[config.mk]
export PLATFORM = sky130hd
export DESIGN_NAME = seq_pattern_tx
export DESIGN_NICKNAME = d
export VERILOG_FILES = /design/src/rtl/seq_pattern_tx_pkg.sv /design/src/rtl/seg7_digit.sv /design/src/rtl/seq_pattern_tx.sv
export SDC_FILE = /design/constraint.sdc
export NUM_CORES = 1
export LEC_CHECK = 0
export ABC_AREA = 1
export BUFFER_PORTS_ARGS = -buffer_cell sky130_fd_sc_hd__buf_4
export CORE_AREA = 5 5 76 78
export DETAILED_ROUTE_END_ITERATION = 10
export DIE_AREA = 0 0 81 83
export HOLD_SLACK_MARGIN = 0.03
export PLACE_DENSITY_LB_ADDON = 0.08
export SETUP_SLACK_MARGIN = 0.2
export SYNTH_ARGS = -nofsm -noshare
export SYNTH_HDL_FRONTEND = slang
export SYNTH_SLANG_ARGS = --single-unit
export TNS_END_PERCENT = 30
[constraint.sdc]
create_clock -name clock -period 2.4 [get_ports clock]
set_clock_uncertainty 0.2 [all_clocks]
set_input_delay 0.12 -clock clock [delete_from_list [all_inputs] [get_ports clock]]
set_output_delay 0.12 -clock clock [all_outputs]
set_load 0.05 [all_outputs]
[src/rtl/seq_pattern_tx_pkg.sv]
`default_nettype none
// ============================================================================
// seq_pattern_tx_pkg : FSM encoding and shared active-low 7-segment digit table
// Revision: 1.0
// ============================================================================
package seq_pattern_tx_pkg;

    typedef enum logic [1:0] {
        ST_IDLE = 2'd0,
        ST_SEND = 2'd1,
        ST_DONE = 2'd2
    } state_e;

    localparam logic [6:0] c_seg_blank = 7'b1111111;

    // Entry n is the active-low segment pattern {a,b,c,d,e,f,g} for digit n.
    localparam logic [9:0][6:0] c_seg_digits = {
        7'b0000100,  // 9
        7'b0000000,  // 8
        7'b0001111,  // 7
        7'b0100000,  // 6
        7'b0100100,  // 5
        7'b1001100,  // 4
        7'b0000110,  // 3
        7'b0010010,  // 2
        7'b1001111,  // 1
        7'b0000001   // 0
    };

endpackage
`default_nettype wire

[src/rtl/seg7_digit.sv]
`default_nettype none
// ============================================================================
// seg7_digit : combinational 4-bit value to active-low 7-segment decode
// Revision: 1.0
// ============================================================================
module seg7_digit
    import seq_pattern_tx_pkg::*;
(
    input  logic [3:0] digit_i,
    output logic [6:0] seg_o
);

    always_comb begin
        seg_o = c_seg_blank;
        if (digit_i <= 4'd9) begin
            seg_o = c_seg_digits[digit_i];
        end
    end

endmodule
`default_nettype wire

[src/rtl/seq_pattern_tx.sv]
`default_nettype none
// ============================================================================
// seq_pattern_tx : serial MSB-first pattern transmitter with repeat, abort
//                  and a 7-segment display of the bit index on the line
// Revision: 1.0
// ============================================================================
module seq_pattern_tx
    import seq_pattern_tx_pkg::*;
#(
    parameter int unsigned                PATTERN_LEN = 10,
    parameter logic [PATTERN_LEN-1:0]     PATTERN     = 10'b1011001010,
    parameter int unsigned                BIT_PERIOD  = 1
) (
    input  logic                   clock,
    input  logic                   reset,
    input  logic                   start,
    input  logic                   abort,
    input  logic                   repeat_en,
    input  logic                   pattern_load,
    input  logic [PATTERN_LEN-1:0] pattern_in,
    output logic                   sequence_out,
    output logic                   busy,
    output logic                   done,
    output logic [6:0]             LED_out
);

    localparam int unsigned c_idx_w = $clog2(PATTERN_LEN);
    localparam int unsigned c_cnt_w = (BIT_PERIOD > 1) ? $clog2(BIT_PERIOD) : 1;

    localparam logic [c_idx_w-1:0] c_last_idx    = c_idx_w'(PATTERN_LEN - 1);
    localparam logic [c_cnt_w-1:0] c_period_last = c_cnt_w'(BIT_PERIOD - 1);

    state_e                   state_q,   state_d;
    logic [PATTERN_LEN-1:0]   pattern_q, pattern_d;
    logic [c_idx_w-1:0]       index_q,   index_d;
    logic [c_cnt_w-1:0]       period_q,  period_d;
    logic                     seq_q,     seq_d;
    logic                     busy_q,    busy_d;
    logic                     done_q,    done_d;
    logic [6:0]               led_q,     led_d;

    logic [c_idx_w-1:0]       w_index_inc;
    logic [c_idx_w-1:0]       w_bit_sel;
    logic                     w_bit_last;
    logic [3:0]               w_digit;

    assign w_index_inc = index_q + c_idx_w'(1);
    assign w_bit_sel   = c_last_idx - w_index_inc;
    assign w_bit_last  = (period_q == c_period_last);
    assign w_digit     = 4'(index_d);

    always_comb begin
        state_d   = state_q;
        pattern_d = pattern_q;
        index_d   = index_q;
        period_d  = period_q;
        seq_d     = seq_q;
        busy_d    = busy_q;
        done_d    = 1'b0;

        case (state_q)
            ST_IDLE: begin
                seq_d    = 1'b0;
                busy_d   = 1'b0;
                index_d  = '0;
                period_d = '0;
                if (pattern_load) begin
                    pattern_d = pattern_in;
                end
                // A load in the same cycle as start must already feed the first bit.
                if (start) begin
                    state_d = ST_SEND;
                    busy_d  = 1'b1;
                    seq_d   = pattern_load ? pattern_in[PATTERN_LEN-1]
                                           : pattern_q[PATTERN_LEN-1];
                end
            end

            ST_SEND: begin
                if (abort) begin
                    state_d  = ST_IDLE;
                    seq_d    = 1'b0;
                    busy_d   = 1'b0;
                    index_d  = '0;
                    period_d = '0;
                end else if (w_bit_last) begin
                    period_d = '0;
                    if (index_q == c_last_idx) begin
                        if (repeat_en) begin
                            index_d = '0;
                            seq_d   = pattern_q[PATTERN_LEN-1];
                        end else begin
                            state_d = ST_DONE;
                            seq_d   = 1'b0;
                            busy_d  = 1'b0;
                            done_d  = 1'b1;
                            index_d = '0;
                        end
                    end else begin
                        index_d = w_index_inc;
                        seq_d   = pattern_q[w_bit_sel];
                    end
                end else begin
                    period_d = period_q + c_cnt_w'(1);
                end
            end

            ST_DONE: begin
                state_d = ST_IDLE;
                seq_d   = 1'b0;
                busy_d  = 1'b0;
            end

            default: begin
                state_d = ST_IDLE;
                seq_d   = 1'b0;
                busy_d  = 1'b0;
                index_d = '0;
            end
        endcase
    end

    seg7_digit u_seg7_digit (
        .digit_i (w_digit),
        .seg_o   (led_d)
    );

    always_ff @(posedge clock or posedge reset) begin
        if (reset) begin
            state_q   <= ST_IDLE;
            pattern_q <= PATTERN;
            index_q   <= '0;
            period_q  <= '0;
            seq_q     <= 1'b0;
            busy_q    <= 1'b0;
            done_q    <= 1'b0;
            led_q     <= c_seg_digits[0];
        end else begin
            state_q   <= state_d;
            pattern_q <= pattern_d;
            index_q   <= index_d;
            period_q  <= period_d;
            seq_q     <= seq_d;
            busy_q    <= busy_d;
            done_q    <= done_d;
            led_q     <= led_d;
        end
    end

    assign sequence_out = seq_q;
    assign busy         = busy_q;
    assign done         = done_q;
    assign LED_out      = led_q;

endmodule
`default_nettype wire

==> summary.log, run 1 <==
[status] run status finished, final reports clean
[die] initial core utilization 29.3%
[grt] number of antenna violations at the first check in global routing 0
[finish] most common library cell in the layout ignoring fill and taps buf_4
[yosys] mean instance size in the synthesized netlist 9.07 µm²
[worst_setup_path] slowest CP cell dfrtp_1
[sta] setup repair after global routing missed its margin false
[place] GPL Wtd Cong 0.782
[detailed_routing] number of iterations in the first detailed-routing pass 4
[pwr] total power divided by cell area 1070 nW/µm²
[worst_setup_path] most prevalent standard cell on the critical path nand2_4
[clock_tree] number of buffers on the longest clock path 2
[die] die boundary height 83 µm
[worst_setup_path] kind of cell adding the most delay to the critical path simple AND/OR/NAND/NOR gates
[clock_tree] worst-skew pair later-pin latency 0.28 ns
[finish] fraction of layout instances using a drive strength above 1 40.9%
[sta] final number of max-transition violations 0
[finish] number of nets in the layout 248
[die] die extent in x 81 µm
[pwr] static leakage 1.09 nW
[finish] diodes inserted 0
[grt] first-pass GRT wire length 5.86 mm
[detailed_routing] final antenna-violating net count 0
[worst_setup_path] origin of the critical flop-to-flop path state_q[1]
[flow_run] max-cap violation count 0
[worst_setup_path] Worst setup endpoint LED_out[1]
[sta] final hold violations 0
[die] core outline area 5010 µm²
[sta] final critical-path required period 2.12 ns
[worst_setup_path] critical path depth 12
[sta] setup total negative slack 0 ns
[clock_tree] total CTS buffers 3
[clock_tree] Clock transition at path regs 0.10 ns
[finish] core utilization of the finished layout 43.1%
[worst_setup_path] required time at the worst-slack endpoint 2.42 ns
[sta] ratio of final minimum period to clock period 88.3%
[detailed_routing] Initial DRC Count 42
[yosys] library cell occupying the most area in the post-synthesis netlist dfrtp_1
[worst_setup_path] reg-to-reg critical path endpoint LED_out[1]
[yosys] share of Yosys cell area claimed by the top area cell type 34.1%
[grt] GR Util All Layers 11.0%
[worst_setup_path] Crit Path Category flop to flop
[worst_setup_path] maximum fanout count along the critical path 7
[sta] final setup fails 0
[clock_tree] clock tree root buffer cell clkbuf_8
[yosys] synth unique cells 27
[worst_setup_path] startpoint kind of the worst setup timing path flop
[clock_tree] count of H-tree levels built during CTS 1
[detailed_routing] routed vias/inst 4.27
[worst_setup_path] Worst Reg-to-Reg Cells 12
[yosys] Synth Net Count 189
[die] I/O pin count 26
[grt] grt total ovfl 0
[detailed_routing] WL per Instance 12.1 µm
[sta] worst slew pin tran 0.425 ns
[worst_setup_path] Worst Setup End Kind flop
[yosys] warning count from the yosys run 0
[detailed_routing] total via count in the routed design 1,239
[finish] fillcell total 511
[worst_setup_path] crit path from state_q[1]
[min_path] class of the tightest hold or removal check primary input to async pin
[yosys] fraction of the yosys area taken by sequential cells 44.8%
[detailed_routing] Remaining DRCs 0
[grt] via count of the first global-routing pass 1,298
[pwr] Max IR drop VDD 427 µV
[place] Detailed Place HPWL 2.60 mm
[yosys] post-synthesis instance area 1470 µm²
[finish] commonest cells after routing, fill and taps aside buf_4, nand2_1, dfrtp_1
[die] number of rows in the core area 26
[yosys] count of mapped cells out of synthesis 162
[worst_setup_path] biggest cell delay along the critical path 0.41 ns
[grt] largest net degree at the start of global routing 27
[worst_setup_path] critical-path cell list inv_2, ha_4, nand2_4, nor2_4, nor2_2, nor2_2, inv_1, ha_1, or2_4, nand2_4, nand2_4, nand2_1
[place] port buffer count 25
[yosys] leading cell types by total area after synthesis dfrtp_1, dfstp_2, nand2_1, ha_1, mux2_2
[finish] Syn-to-layout area delta 47.1%
[worst_setup_path] r2r setup slk 0.28 ns
[clock_tree] total clock sinks 26
[worst_setup_path] worst endpoint data arrival time 2.14 ns
[sta] max-slew headroom at the worst pin 71.6%
[detailed_routing] routed wire length 3.52 mm
[die] die footprint 6720 µm²
[worst_setup_path] crit path buf inv count 2
[yosys] post-synthesis register bit count 26
[sta] maximum achievable frequency 472 MHz
[clock_tree] clock tree from TritonCTS done
stage by stage:
step           instance area, µm²  setup WS, ns  instances  hold WS (ns)  power, mW
2_1_floorplan                1480         0.208        162       -0.0444       1.47
3_3_place_gp                 1800         0.156        263       0.00323       1.77
3_5_place_dp                 1800         0.122        263        0.0100       1.79
4_1_cts                      2090         0.200        285         0.249       2.26
5_1_grt                      2160         0.184        290         0.303       2.50
6_report                     2160         0.280        290         0.266       2.31
metal layers:
| layer | part of all wire (%) | up-vias | GRT usage, % | wire, µm |
|---|---|---|---|---|
| met1 | 43 | 580 | 13.4 | 1510 |
| met4 | 2.5 | 0 | 4.15 | 87 |
| met5 | 0 | - | 0 | 0 |
| li1 | - | 633 | - | - |
| met3 | 3.5 | 7 | 2.06 | 123 |
| met2 | 51 | 19 | 18.7 | 1800 |
sequential cells by signal (all words and copies together), names as in the netlist:
name          flops
pattern_q        10
LED_out           7
index_q           4
state_q           2
busy              1
done              1
sequence_out      1
synthesized netlist by cell type:
| library cell | n |
|---|---|
| xor2_1 | 1 |
| o21ai_2 | 2 |
| o21ai_0 | 3 |
| nand4_1 | 1 |
| nand2_2 | 3 |
| nor3_1 | 2 |
| dfrtp_1 | 20 |
| inv_1 | 20 |
| a31oi_2 | 1 |
| o2111ai_1 | 1 |
| inv_2 | 1 |
| dfstp_2 | 6 |
| a21oi_1 | 2 |
| o21ai_1 | 1 |
| nor2_4 | 1 |
| nor2_1 | 7 |
| nand3_1 | 16 |
| ha_1 | 11 |
| mux2_2 | 9 |
| or2_2 | 1 |
| a21oi_2 | 1 |
| nor2_2 | 1 |
| nand2_4 | 4 |
| nand3b_1 | 3 |
| buf_2 | 2 |
| nand3_2 | 1 |
| nand2_1 | 41 |
how the worst min path moves through the flow:
stage,start,to,slack [ns],depth (start not counted)
2_1_floorplan,reset,LED_out[1],-0.04,1
4_1_cts,reset,pattern_q[5],0.25,4
6_report,reset,pattern_q[5],0.27,4
3_5_place_dp,reset,LED_out[1],0.01,3
3_3_place_gp,reset,LED_out[6],0.003,3
5_1_grt,reset,LED_out[1],0.30,4
repair_timing:
| item | 4_1_cts | 5_1_grt |
|---|---|---|
| setup endpoints to repair | 8 | 8 |
| setup buffers | 1 | 5 |
| endpoints found under the hold margin | 41 | 0 |
| hold buffers | 17 | 0 |
| pin swaps | 0 | 6 |
| gates resized for setup | 8 | 11 |
power by group:
part / internal (mW) / total (mW) / switching, mW
sequential: 0.624 / 0.710 / 0.0864
combinational: 0.540 / 1.22 / 0.681
clock: 0.223 / 0.377 / 0.153
total: 1.39 / 2.31 / 0.921
cells by family after synthesis:
| logic type | after synthesis | share of synthesized area (%) |
|---|---|---|
| and+or+nand+nor | 81 | 27.0 |
| adders and majority gates | 11 | 9.37 |
| DFF | 26 | 44.8 |
| xor gates and xnor gates | 1 | 0.596 |
| AOI/OAI and AO/OA | 11 | 5.28 |
| buffers and inverters | 23 | 6.05 |
| muxes | 9 | 6.90 |
worst reg2reg max path: cells and delay by family, from the launching register on:
family	cells	cell delay, ns
simple gates	8	0.84
fa+ha+maj	2	0.39
buf+inv	2	0.21
flops	1	0.41
area by class of cell:
cell class	instances	area (µm²)	area share [%]
repair buffers	56	463	21.4
clock buffers	3	41.3	1.91
flip-flops and latches	26	658	30.5
multi-input cells	113	802	37.1
clock inverters	1	30.0	1.39
well taps	70	87.6	4.05
inverters	21	78.8	3.65
(Power assumes the default switching activity.)
==> run 2: changes to the inputs <==
--- a/config.mk
+++ b/config.mk
@@ -5,13 +5,15 @@
 export SDC_FILE = /design/constraint.sdc
 export NUM_CORES = 1
 export LEC_CHECK = 0
-export ABC_AREA = 1
+export ABC_AREA = 0
 export BUFFER_PORTS_ARGS = -buffer_cell sky130_fd_sc_hd__buf_4
-export CORE_AREA = 5 5 76 78
+export CORE_AREA = 5 5 77 79
+export CTS_CLUSTER_SIZE = 8
 export DETAILED_ROUTE_END_ITERATION = 10
-export DIE_AREA = 0 0 81 83
+export DIE_AREA = 0 0 82 84
 export HOLD_SLACK_MARGIN = 0.03
 export PLACE_DENSITY_LB_ADDON = 0.08
+export REMOVE_ABC_BUFFERS = 1
 export SETUP_SLACK_MARGIN = 0.2
 export SYNTH_ARGS = -nofsm -noshare
 export SYNTH_HDL_FRONTEND = slang
==> run 2 against run 1 <==
Compared with the run above:
- area after synthesis is 1.7% higher
- largest cell class unchanged
- setup slack worse by 0.070 ns
- flip-flop and latch count unchanged
- worst hold slack got worse by 0.23 ns
- highest routed layer unchanged
- total power decreased by 15%
- via count fell by 3.3%
- critical endpoint is now sequence_out
==> summary.log, run 2 <==
[detailed_routing] routed vias/inst 4.52 [+5.8%]
[yosys] post-synthesis register bit count 26 [unchanged]
[finish] most common library cell in the layout ignoring fill and taps buf_4
[pwr] net load switching power 0.688 mW [-25%]
[yosys] post-synthesis instance area 1490 µm² [+1.7%]
[sta] max-slew headroom at the worst pin 64.0% [-7.6 points]
[yosys] fraction of registers with async set or reset after synthesis 100% [unchanged]
[die] number of rows in the core area 27 [+3.8%]
[pwr] sequential fraction of design power 34.7% [+3.9 points]
[worst_setup_path] biggest cell delay along the critical path 0.46 ns [+0.05 ns]
[grt] largest net degree at the start of global routing 27 [unchanged]
[place] port buffer count 25 [unchanged]
[worst_setup_path] Worst Setup End Kind flop
[finish] fraction of layout instances using a drive strength above 1 50.8% [+9.9 points]
[sta] setup total negative slack 0 ns [unchanged]
[grt] number of antenna violations at the first check in global routing 0 [unchanged]
[finish] diodes inserted 0 [unchanged]
[place] # placed instances 243 [-7.6%]
[yosys] top flip-flop cell by instance count after synthesis dfrtp_1
[sta] maximum achievable frequency 456 MHz [-3.2%]
[yosys] synth unique cells 42 [+56%]
[min_path] class of the tightest hold or removal check primary input to flop
[pwr] Max IR drop VDD 316 µV [-26%]
[grt] via count of the first global-routing pass 1,220 [-6.0%]
[yosys] fraction of the yosys area taken by sequential cells 44.1% [-0.75 points]
[clock_tree] count of H-tree levels built during CTS 1 [unchanged]
[place] GPL Wtd Cong 0.740 [-5.4%]
[worst_setup_path] maximum fanout count along the critical path 3 [-4]
[die] I/O pin count 26 [unchanged]
[detailed_routing] total via count in the routed design 1,198 [-3.3%]
[sta] final number of max-transition violations 0 [unchanged]
[worst_setup_path] startpoint kind of the worst setup timing path flop
[yosys] share of Yosys cell area claimed by the top area cell type 33.5% [-0.57 points]
[worst_setup_path] Crit Path Category flop to flop
[worst_setup_path] slowest CP cell dfrtp_2
[finish] fillcell total 498 [-2.5%]
[sta] ratio of final minimum period to clock period 91.3% [+2.9 points]
[status] run status finished, final reports clean
[yosys] most used standard cells in the synthesized netlist dfrtp_1, nand2_1, ha_1, mux2_2, inv_1
[grt] met3 usage 2.05% [-0.0044 points]
[die] die extent in x 82 µm [+1.2%]
[clock_tree] total clock sinks 26 [unchanged]
[finish] Syn-to-layout area delta 51.6%
[worst_setup_path] worst endpoint data arrival time 2.16 ns [+0.02 ns]
[sta] final hold violations 0 [unchanged]
[place] Detailed Place HPWL 2.45 mm [-5.9%]
[finish] flip-flop count of the largest register after layout 10 [unchanged]
[clock_tree] worst-skew pair later-pin latency 0.28 ns [about the same]
[grt] grt total ovfl 0 [unchanged]
[finish] number of nets in the layout 221 [-11%]
[die] die boundary height 84 µm [+1.2%]
[grt] met1 routing resource usage after global routing 12.3% [-1.1 points]
[finish] commonest cells after routing, fill and taps aside buf_4, dfrtp_1, dlygate4sd3_1
[pwr] clock network power share 19.2% [+2.9 points]
[detailed_routing] Initial DRC Count 20 [-52%]
[yosys] mean instance size in the synthesized netlist 11.2 µm² [+24%]
[pwr] internal power summed over all cells 1.28 mW [-8.0%]
[detailed_routing] Remaining DRCs 0 [unchanged]
[worst_setup_path] critical-path cell list ha_4, xnor2_2, ha_4, mux4_2, mux2_2, mux2i_1, a31oi_1
[yosys] EDFF count, synth 0 [unchanged]
[pwr] static leakage 1.00 nW [-7.9%]
[yosys] most used standard cell by instance count after synthesis dfrtp_1
[place] Placed Area 1870 µm² [+3.7%]
[worst_setup_path] crit path buf inv count 0 [-2]
[pwr] net switching fraction of the power 35.0% [-4.9 points]
[detailed_routing] WL per Instance 13.3 µm [+9.3%]
[grt] GR Util All Layers 10.5% [-0.52 points]
[clock_tree] clock tree from TritonCTS done
[worst_setup_path] kind of cell adding the most delay to the critical path multiplexers
[worst_setup_path] most prevalent standard cell on the critical path ha_4
[yosys] warning count from the yosys run 0 [unchanged]
[finish] Reg with most FFs pattern_q
[detailed_routing] final antenna-violating net count 0 [unchanged]
[flow_run] max-cap violation count 0 [unchanged]
[grt] busiest metal layer after global routing met2
[clock_tree] total CTS buffers 3 [unchanged]
[yosys] library cell occupying the most area in the post-synthesis netlist dfrtp_1
[sta] final critical-path required period 2.19 ns [+0.0705 ns]
[die] core outline area 5270 µm² [+5.2%]
[pwr] Gate power share 46.1% [-6.8 points]
[yosys] leading cell types by total area after synthesis dfrtp_1, dfstp_2, ha_1, mux2_2, mux4_1
[clock_tree] number of buffers on the longest clock path 2 [unchanged]
[detailed_routing] number of iterations in the first detailed-routing pass 4 [unchanged]
[die] die footprint 6890 µm² [+2.5%]
[finish] final cell count without fillers 265 [-8.6%]
[clock_tree] Clock transition at path regs 0.10 ns [about the same]
[grt] met2 Track Usage GR 18.4% [-0.38 points]
[sta] setup repair after global routing missed its margin true
[detailed_routing] routed wire length 3.52 mm [-0.14%]
[pwr] total power divided by cell area 867 nW/µm² [-19%]
[sta] worst slew pin tran 0.541 ns [+0.115 ns]
[finish] fin area 2260 µm² [+4.8%]
[sta] final setup fails 0 [unchanged]
[worst_setup_path] required time at the worst-slack endpoint 2.37 ns [-0.05 ns]
[die] initial core utilization 28.3% [-0.97 points]
[clock_tree] clock tree root buffer cell clkbuf_8
[grt] first-pass GRT wire length 5.65 mm [-3.5%]
[yosys] count of mapped cells out of synthesis 133 [-18%]
[sta] Worst Hold Margin 0.0408 ns [-0.225 ns]
run 2: final cells by class:
class	count	area [µm²]	area share, %
Multi-Input combinational cell	93	923	40.8
Clock inverter	1	30.0	1.33
Clock buffer	3	41.3	1.82
Timing Repair Buffer	59	478	21.1
Sequential cell	26	661	29.2
Inverter	11	41.3	1.82
Tap cell	72	90.1	3.98
run 2: worst paths after layout:
path	start	end	slack, ns	cells past startpoint
max in group asynchronous	reset	LED_out[0]	1.46	4
worst min-delay path	abort	state_q[1]	0.04	3
worst min register to register	busy	busy	0.30	2
min in group asynchronous	reset	pattern_q[2]	0.24	4
worst max register to register	index_q[0]	sequence_out	0.21	7
worst max-delay path	index_q[0]	sequence_out	0.21	7
run 2: repair_timing:
| item | 4_1_cts | 5_1_grt |
|---|---|---|
| hold endpoints to repair | 40 | 0 |
| pin swaps | 4 | 8 |
| setup endpoints to repair | 8 | 8 |
| hold buffers | 14 | 0 |
| gates resized for setup | 25 | 14 |
| setup buffers | 2 | 2 |
run 2: logic make-up (layout without fill, tap and decap cells):
logic type	Yosys count	count (layout)	synth area share, %
AND/OR/NAND/NOR	42	42	15.5
flip-flops	26	26	44.1
AO/OA/AOI/OAI	21	21	11.4
multiplexers	16	16	13.8
buffers and inverters	14	74	4.27
adder cells (fa/ha/maj)	11	11	9.21
XOR/XNOR	3	3	1.76
run 2: routing by layer:
layer | wire length [µm] | part of all wire [%]
met1 | 1540 | 44
met2 | 1810 | 51
met3 | 103 | 2.9
met4 | 69 | 2.0
met5 | 0 | 0
run 2: worst register-to-register path, delay by kind of cell (launching register included):
| family | cells | cell delay (ns) |
|---|---|---|
| AOI/OAI and AO/OA | 1 | 0.11 |
| xor gates and xnor gates | 1 | 0.14 |
| adders and majority gates | 2 | 0.47 |
| DFF | 1 | 0.46 |
| muxes | 3 | 0.70 |
run 2: power groups by stage:
| stage | clock network [mW] | logic (mW) | registers [mW] |
|---|---|---|---|
| 2_1_floorplan | 0 | 0.408 | 0.804 |
| 3_3_place_gp | 0 | 0.789 | 0.677 |
| 3_5_place_dp | 0 | 0.794 | 0.680 |
| 4_1_cts | 0.387 | 0.871 | 0.679 |
| 5_1_grt | 0.401 | 0.986 | 0.696 |
| 6_report | 0.377 | 0.905 | 0.682 |
run 2: stage by stage:
stage | utilization (%) | power (mW) | setup slack [ns]
after detailed placement | 35.5 | 1.47 | -0.118
after CTS | 41.3 | 1.94 | 0.193
after global routing | 43.0 | 2.08 | 0.132
final | 43.0 | 1.96 | 0.209
after global placement | 35.5 | 1.47 | -0.0140
after floorplan | - | 1.21 | -0.0142
==> run 3: changes to the inputs <==
==> constraint.sdc (replaced) <==
create_clock -name clock -period 2.2 [get_ports clock]
set_clock_uncertainty 0.2 [all_clocks]
set_input_delay 0.11 -clock clock [delete_from_list [all_inputs] [get_ports clock]]
set_output_delay 0.11 -clock clock [all_outputs]
set_load 0.05 [all_outputs]
==> run 3 against run 2 <==
Compared with the run above:
- the flow now finishes with violations (setup timing)
- largest cell class unchanged
- sequential share of layout area down 1.9 points
- first-iteration DRC count is 85% higher
- highest routed layer unchanged
- sequential power grew 9.2%
- total power rose by 13%
- non-clock buffer count increased by 9
- utilization grew 2.9 points
- setup slack worse by 0.23 ns
- count of clock-buffer cells in the layout did not move
==> summary.log, run 3 (synthesized netlist as in run 2, its figures left out) <==
[place] port buffer count 25 [unchanged]
[status] run status complete, but fails checks
[grt] via count of the first global-routing pass 1,331 [+9.1%]
[detailed_routing] routed wire length 3.66 mm [+4.1%]
[sta] setup repair after global routing missed its margin true
[detailed_routing] total via count in the routed design 1,226 [+2.3%]
[grt] grt total ovfl 0 [unchanged]
[flow_run] max-cap violation count 0 [unchanged]
[finish] final cell count without fillers 274 [+3.4%]
[finish] most common library cell in the layout ignoring fill and taps buf_4
[grt] largest net degree at the start of global routing 27 [unchanged]
[die] die extent in x 82 µm [unchanged]
[place] GPL Wtd Cong 0.749 [+1.3%]
[min_path] class of the tightest hold or removal check primary input to flop
[grt] first-pass GRT wire length 6.15 mm [+8.9%]
[die] initial core utilization 28.3% [unchanged]
[clock_tree] clock tree from TritonCTS done
[place] worst slack at placement -0.215 ns [-0.0963 ns]
[pwr] Max IR drop VDD 368 µV [+16%]
[die] core outline area 5270 µm² [unchanged]
[finish] flip-flop count of the largest register after layout 10 [unchanged]
[pwr] overall power 2.22 mW [+13%]
[sta] final hold violations 0 [unchanged]
[die] I/O pin count 26 [unchanged]
[worst_setup_path] startpoint kind of the worst setup timing path flop
[die] number of rows in the core area 27 [unchanged]
[place] Detailed Place HPWL 2.54 mm [+3.7%]
[place] # placed instances 254 [+4.5%]
[clock_tree] Clock transition at path regs 0.09 ns [about the same]
[detailed_routing] number of iterations in the first detailed-routing pass 4 [unchanged]
[clock_tree] total CTS buffers 3 [unchanged]
[sta] final setup fails 1 [+1]
[detailed_routing] Initial DRC Count 37 [+85%]
[finish] diodes inserted 0 [unchanged]
[finish] commonest cells after routing, fill and taps aside buf_4, dfrtp_1, dlygate4sd3_1
[pwr] total power divided by cell area 919 nW/µm² [+5.9%]
[finish] Reg with most FFs pattern_q
[worst_setup_path] maximum fanout count along the critical path 4 [+1]
[finish] fillcell total 494 [-0.80%]
[sta] final critical-path required period 2.22 ns [+0.0284 ns]
[grt] GR Util All Layers 11.3% [+0.86 points]
[worst_setup_path] Worst Setup End Kind flop
[detailed_routing] final antenna-violating net count 0 [unchanged]
[finish] fraction of layout instances using a drive strength above 1 55.4% [+4.7 points]
[status] failing checks setup timing
[sta] final worst slack -0.0192 ns [-0.228 ns]
[sta] maximum achievable frequency 451 MHz [-1.3%]
[clock_tree] worst-skew pair later-pin latency 0.27 ns [about the same]
[clock_tree] total clock sinks 26 [unchanged]
[clock_tree] number of buffers on the longest clock path 2 [unchanged]
[clock_tree] clock tree root buffer cell clkbuf_8
[grt] number of antenna violations at the first check in global routing 0 [unchanged]
[sta] ratio of final minimum period to clock period 101% [+9.6 points]
[finish] number of nets in the layout 230 [+4.1%]
[clock_tree] count of H-tree levels built during CTS 1 [unchanged]
[worst_setup_path] worst endpoint data arrival time 2.17 ns [about the same]
[detailed_routing] routed vias/inst 4.47 [-1.0%]
[detailed_routing] WL per Instance 13.4 µm [+0.71%]
[sta] max-slew headroom at the worst pin 71.3% [+7.3 points]
[pwr] static leakage 1.11 nW [+11%]
[finish] Syn-to-layout area delta 62.0%
[sta] setup total negative slack -0.0192 ns [-0.0192 ns]
[die] die boundary height 84 µm [unchanged]
[die] die footprint 6890 µm² [unchanged]
[finish] core utilization of the finished layout 45.9% [+2.9 points]
[worst_setup_path] Crit Path Category flop to flop
[sta] worst slew pin tran 0.430 ns [-0.111 ns]
[detailed_routing] Remaining DRCs 0 [unchanged]
[worst_setup_path] required time at the worst-slack endpoint 2.15 ns [-0.22 ns]
[sta] final number of max-transition violations 0 [unchanged]
run 3: timing repair:
item,in CTS,in global routing
pin swaps,18,9
buffers inserted,3,0
hold buffers,13,0
resized for setup,48,7
endpoints found under the hold margin,41,0
setup endpoints to repair,8,9
run 3: stage by stage:
stage | hold slack (ns) | area, µm²
2_1_floorplan | -0.0544 | 1470
3_3_place_gp | -0.00356 | 1950
3_5_place_dp | -0.000757 | 1950
4_1_cts | 0.0699 | 2380
5_1_grt | 0.0944 | 2420
6_report | 0.0754 | 2420
run 3: cell type report:
cell class              instances  area [µm²]  share of cell area, %
multi-input cells              93         993                   41.1
flip-flops and latches         26         661                   27.3
repair buffers                 68         558                   23.1
well taps                      72        90.1                   3.72
inverters                      11        46.3                   1.91
clock buffers                   3        41.3                   1.71
clock inverters                 1        30.0                   1.24
run 3: report_power, final:
group          total, mW  leakage, nW  switching (mW)  internal (mW)
Clock              0.398       0.0357           0.154          0.243
Combinational       1.08        0.751           0.537          0.544
Sequential         0.745        0.322          0.0831          0.662
run 3: routing by layer:
metal	wire, µm	GRT usage [%]	vias to the layer above
met2	1820	18.7	21
li1	-	-	606
met4	56	3.93	0
met3	124	2.38	4
met1	1660	14.3	595
met5	0	0	-
run 3: worst max-delay path, stage by stage, from the launching register on:
cell,delay (ns)
dfrtp_2,0.47
ha_4,0.20
xnor2_4,0.15
ha_4,0.28
mux4_2,0.29
mux2_4,0.28
mux2i_1,0.15
a31oi_1,0.10
run 3: final timing paths:
check	cells after the start	start	slack, ns	endpoint
worst max-delay path	7	index_q[0]	-0.02	sequence_out
worst min-delay path	4	abort	0.08	done
worst max register to register	7	index_q[0]	-0.02	sequence_out
worst min register to register	2	busy	0.29	busy
max in group asynchronous	4	reset	1.25	LED_out[0]
min in group asynchronous	4	reset	0.24	pattern_q[2]
